===== config.mk =====
export PLATFORM = sky130hd
export DESIGN_NAME = signed_max_scan
export DESIGN_NICKNAME = d
export VERILOG_FILES = /design/src/rtl/signed_max_scan_pkg.sv /design/src/rtl/signed_cmp.sv /design/src/rtl/signed_max_scan.sv
export SDC_FILE = /design/constraint.sdc
export NUM_CORES = 1
export LEC_CHECK = 0
export ABC_AREA = 0
export CAP_MARGIN = 20
export CORE_UTILIZATION = 46
export DETAILED_ROUTE_END_ITERATION = 6
export PLACE_DENSITY = 0.89
export SLEW_MARGIN = 20
export SYNTH_ARGS = -nofsm -noshare
export SYNTH_HDL_FRONTEND = slang
export SYNTH_SLANG_ARGS = --single-unit

===== constraint.sdc =====
create_clock -name clk -period 2.52 [get_ports clk]
set_input_delay 0.504 -clock clk [delete_from_list [all_inputs] [get_ports clk]]
set_output_delay 0.504 -clock clk [all_outputs]
set_load 0.1 [all_outputs]

===== src/rtl/signed_max_scan_pkg.sv =====
// Shared definitions for the signed max/min scan unit.
//   state_t        : controller states (idle, scanning, result held)
//   SMIN / SMAX    : most negative / most positive 32-bit two's-complement values
//   DEF_DATA_W     : default operand width
package signed_max_scan_pkg;

  localparam int unsigned DEF_DATA_W = 32;

  localparam logic [DEF_DATA_W-1:0] SMIN = 32'h8000_0000;
  localparam logic [DEF_DATA_W-1:0] SMAX = 32'h7FFF_FFFF;

  typedef enum logic [1:0] {
    StIdle = 2'd0,
    StScan = 2'd1,
    StDone = 2'd2
  } state_t;

endpackage


===== src/rtl/signed_cmp.sv =====
// Combinational two's-complement comparator.
//   i_a, i_b : operands (signed)
//   o_gt     : a > b
//   o_lt     : a < b
module signed_cmp #(
  parameter int unsigned W = 32
) (
  input  logic [W-1:0] i_a,
  input  logic [W-1:0] i_b,
  output logic         o_gt,
  output logic         o_lt
);

  assign o_gt = $signed(i_a) > $signed(i_b);
  assign o_lt = $signed(i_a) < $signed(i_b);

endmodule


===== src/rtl/signed_max_scan.sv =====
// Multi-cycle signed max/min reduction controller.
// A start command latches a length; that many words are then taken over a valid/ready input while
// the running maximum, minimum and index of the first maximum are tracked. The result is offered
// over a valid/ready output. busy flags the unit as occupied for the pipeline stall logic.
//   clk, reset            : clock, synchronous active-high reset
//   start, len            : command strobe and word count (honoured only when idle)
//   in_valid/in_ready     : input word handshake, in_data is the signed word
//   out_valid/out_ready   : result handshake
//   max_val, min_val      : running/final signed maximum and minimum
//   max_idx               : 0-based index of the first occurrence of the maximum
//   empty                 : result came from a zero-length command
//   busy                  : high while scanning or holding a result
module signed_max_scan
  import signed_max_scan_pkg::*;
#(
  parameter int unsigned DATA_W = DEF_DATA_W,
  parameter int unsigned LEN_W  = 8
) (
  input  logic              clk,
  input  logic              reset,
  input  logic              start,
  input  logic [LEN_W-1:0]  len,
  input  logic              in_valid,
  input  logic [DATA_W-1:0] in_data,
  output logic              in_ready,
  output logic              busy,
  output logic              out_valid,
  input  logic              out_ready,
  output logic [DATA_W-1:0] max_val,
  output logic [DATA_W-1:0] min_val,
  output logic [LEN_W-1:0]  max_idx,
  output logic              empty
);

  state_t              r_state_q, r_state_d;
  logic [LEN_W-1:0]    r_len_q, r_len_d;
  logic [LEN_W-1:0]    r_cnt_q, r_cnt_d;
  logic [DATA_W-1:0]   r_max_q, r_max_d;
  logic [DATA_W-1:0]   r_min_q, r_min_d;
  logic [LEN_W-1:0]    r_idx_q, r_idx_d;
  logic                r_empty_q, r_empty_d;

  logic w_gt_max;
  logic w_lt_min;
  logic w_unused_gt_min;
  logic w_unused_lt_max;
  logic w_last;

  signed_cmp #(
    .W (DATA_W)
  ) u_cmp_max (
    .i_a  (in_data),
    .i_b  (r_max_q),
    .o_gt (w_gt_max),
    .o_lt (w_unused_lt_max)
  );

  signed_cmp #(
    .W (DATA_W)
  ) u_cmp_min (
    .i_a  (in_data),
    .i_b  (r_min_q),
    .o_gt (w_unused_gt_min),
    .o_lt (w_lt_min)
  );

  // len is never zero while scanning, so len-1 cannot wrap here.
  assign w_last = (r_cnt_q == (r_len_q - LEN_W'(1)));

  always_comb begin
    r_state_d = r_state_q;
    r_len_d   = r_len_q;
    r_cnt_d   = r_cnt_q;
    r_max_d   = r_max_q;
    r_min_d   = r_min_q;
    r_idx_d   = r_idx_q;
    r_empty_d = r_empty_q;

    unique case (r_state_q)
      StIdle: begin
        if (start) begin
          r_len_d = len;
          r_cnt_d = '0;
          r_max_d = SMIN;
          r_min_d = SMAX;
          r_idx_d = '0;
          if (len == '0) begin
            r_empty_d = 1'b1;
            r_state_d = StDone;
          end else begin
            r_empty_d = 1'b0;
            r_state_d = StScan;
          end
        end
      end
      StScan: begin
        if (in_valid) begin
          // Strict compares keep the earliest index on ties.
          if (w_gt_max) begin
            r_max_d = in_data;
            r_idx_d = r_cnt_q;
          end
          if (w_lt_min) begin
            r_min_d = in_data;
          end
          r_cnt_d = r_cnt_q + LEN_W'(1);
          if (w_last) begin
            r_state_d = StDone;
          end
        end
      end
      StDone: begin
        // start is deliberately ignored here, even alongside out_ready.
        if (out_ready) begin
          r_state_d = StIdle;
        end
      end
      default: r_state_d = StIdle;
    endcase
  end

  always_ff @(posedge clk) begin
    if (reset) begin
      r_state_q <= StIdle;
      r_len_q   <= '0;
      r_cnt_q   <= '0;
      r_max_q   <= '0;
      r_min_q   <= '0;
      r_idx_q   <= '0;
      r_empty_q <= 1'b0;
    end else begin
      r_state_q <= r_state_d;
      r_len_q   <= r_len_d;
      r_cnt_q   <= r_cnt_d;
      r_max_q   <= r_max_d;
      r_min_q   <= r_min_d;
      r_idx_q   <= r_idx_d;
      r_empty_q <= r_empty_d;
    end
  end

  assign in_ready  = (r_state_q == StScan);
  assign out_valid = (r_state_q == StDone);
  assign busy      = (r_state_q == StScan) || (r_state_q == StDone);
  assign max_val   = r_max_q;
  assign min_val   = r_min_q;
  assign max_idx   = r_idx_q;
  assign empty     = r_empty_q;

endmodule


==> impl_metrics.tcl <==
set metrics [dict create \
    syn-num-nets 769 \
    worst_setup_path_end_kind "flip-flop" \
    critPathKind "in -> reg" \
    nNetsFinal 960 \
    syn_to_final_growth_pct 51.5 \
    worstSetupStartpointType "primary input" \
    final_antenna_net_count 0 \
    nFillCells 795 \
    cp.arrival_ps 2840 \
    synth_cell_types 56 \
    drc_errors 16 \
    ys_seq_elements 91 \
    combPwrFrac_pct 61.8 \
    grt_pass1_wl_um 27800 \
    p_clk_share_pct 13.9 \
    clk_path_buf_depth 2 \
    initial_utilization_pct 47.8 \
    drive_gt1_share_pct 40.1 \
    postSynthCellCount 656 \
    clk_pin_slew_ps 70 \
    finalSetupViolations 10 \
    synthArstFlopShare_pct 0 \
    cp_max_fo 5 \
    ys_top_cells_by_area "dfxtp_1 (33%), ha_1 (15%), a22o_1 (6.2%), inv_1 (5.4%), o221ai_1 (5.3%)" \
    totalWireLength_um 19500 \
    violations "DRC, setup timing" \
    min_path_type "in -> reg" \
    fin_ws_ps -69.2 \
    grtUsageMet3_pct 6.64 \
    dp_cells 954 \
    avgSynthCellArea_um2 8.38 \
    tightest_slew_ps 435 \
    dp_hpwl_um 11600 \
    num_antenna_cells 0 \
    grt_pass1_vias 5668 \
    clock-root-buffer "clkbuf_16" \
    period_share_pct 103 \
    seq_power_share_pct 24.3 \
    place_congestion 0.856 \
    slew_viol_final 0 \
    num_vias 6167 \
    rsz0062_at_grt "yes" \
    grt-ovfl-total 0 \
    die_area_um2 12400 \
    relSlewSlack_pct 70.8 \
    ios 121 \
    use_met1_pct 34.4 \
    antenna_found_initial 0 \
    fin_skew_ps 8.17 \
    power.leakage_nw 3.45 \
    grt_max_degree 34 \
    yosysWarnings 0 \
    max_freq_ghz 0.386 \
    busiest_layer "met2" \
    synth_edf_count 0 \
    yosysSeqAreaShare_pct 33.1 \
    dieWidth_um 111 \
    drt_iter0_markers 603 \
    cts_tree "yes" \
    intPower_w 0.00425 \
    drv_cap 0 \
    holdBufCountCts 0 \
    portBuffers 120 \
    setup_tns_ps -258 \
    die_h_um 111 \
    clock_latency_ps 360 \
    vdd_drop_max_v 0.00133 \
    grtUsageTotal_pct 28.0 \
    grt_util_met2_pct 46.3 \
    cts.htree.levels 3 \
    synth_ff_type "dfxtp_1" \
    switchingPower_w 0.00478 \
    rows 39 \
    yosysTopAreaCell "dfxtp_1" \
    swShare_pct 52.9 \
    synth_top_area_share_pct 33.1 \
    detail_route.wl_per_cell_um 19.6 \
    cts_sinks 91 \
    p_total_w 0.00903 \
    cts_buffers 9 \
    synth_area_um2 5500 \
    final_cells 995 \
    coreArea_um2 11500 \
    vias_per_cell 6.20 \
    hold_viol_final 0 \
    required_ps 2770 \
    powerDensity_nw_per_um2 1080 \
    period_needed_ps 2590 \
    first_pass_iters 7 \
    outcome "finished with violations" \
]
layout make-up:
class	instances	area, um2	share of cell area (%)
multi-input cells	449	3840	46.0
repair buffers	216	1790	21.5
clock inverters	3	13.8	0.165
inverters	80	300	3.60
flip-flops and latches	91	1960	23.5
well taps	143	179	2.15
clock buffers	13	250	3.00
final timing paths:
path / end / cells past startpoint / startpoint / slack [ps]
setup / recovery: min_val[9] / 13 / in_data[8] / -70
hold / removal: max_val[26] / 2 / in_data[26] / 460
setup reg to reg: min_val[9] / 10 / min_val[1] / -20
hold reg to reg: r_len_q[7] / 2 / r_len_q[7] / 470
synth_stat cells (all sizes together), types with 18 or more instances:
cell type,n
dfxtp,91
nor4,36
nand2,40
a21oi,42
a22o,40
nor2,52
o21ai,18
inv,79
nor3,33
ha,68
o221ai,33
clkbuf,20
per-stage QoR:
stage	hold WS (ps)	worst slack [ps]	area (um2)	utilization [%]
floorplan	442	-39.4	5670	-
global placement	459	-639	7260	63.0
detailed placement	461	-666	7260	63.0
CTS	469	5.29	7970	69.2
global route	472	-103	8340	72.4
finish	457	-69.2	8340	72.4
layer usage:
metal	part of all wire [%]	wire, um	up-vias
li1	-	-	2788
met1	39	7660	2904
met2	48	9320	389
met3	8.5	1670	86
met4	4.4	866	0
met5	0	0	-
worst max-delay path, stage by stage:
cell	delay, ps
dlygate4sd2_1	270
buf_4	160
ha_1	290
nand4_1	110
buf_4	150
nor3_2	70
a311oi_4	350
a21oi_4	140
o21ai_4	220
buf_12	140
buf_6	120
nor2_1	50
nor3_1	270
flip-flops by register name, indices dropped and copies added (netlist names):
name       cells
r_cnt_q        8
r_state_q      2
r_len_q        8
empty          1
min_val       32
max_idx        8
max_val       32
cells by family (layout without fill, tap and decap cells):
logic type,count (synthesis),count (layout),share of synthesized area [%]
flip-flops,91,91,33.1
AND/OR/NAND/NOR,206,206,18.6
buffers and inverters,116,312,8.94
multiplexers,4,4,0.751
XOR/XNOR,12,12,1.91
adder cells (fa/ha/maj),68,68,15.5
AO/OA/AOI/OAI,159,159,21.2
cell usage in the layout (no fill, tap or decap), types with 27 or more instances in the layout:
cell	n
dfxtp_2	40
a21oi_1	31
o221ai_1	32
buf_4	151
nor2_1	51
inv_1	75
a22o_1	39
ha_4	27
nor3_1	29
dfxtp_1	27
nand2_1	38
ha_1	40
power by group through the flow:
stage | registers, W | logic (W) | clock network, W
after floorplan | 0.00405 | 0.00172 | 0
after global placement | 0.00219 | 0.00470 | 0
after detailed placement | 0.00220 | 0.00479 | 0
after CTS | 0.00217 | 0.00517 | 0.00126
after global routing | 0.00223 | 0.00584 | 0.00132
final | 0.00219 | 0.00557 | 0.00126
repair_timing:
| item | in CTS | in global routing |
|---|---|---|
| cloned | 4 | 0 |
| buffers inserted | 14 | 10 |
| resized for setup | 91 | 80 |
| pin swaps | 36 | 38 |
| setup endpoints to repair | 72 | 72 |
Note: power is estimated with default switching activity, not from simulation.
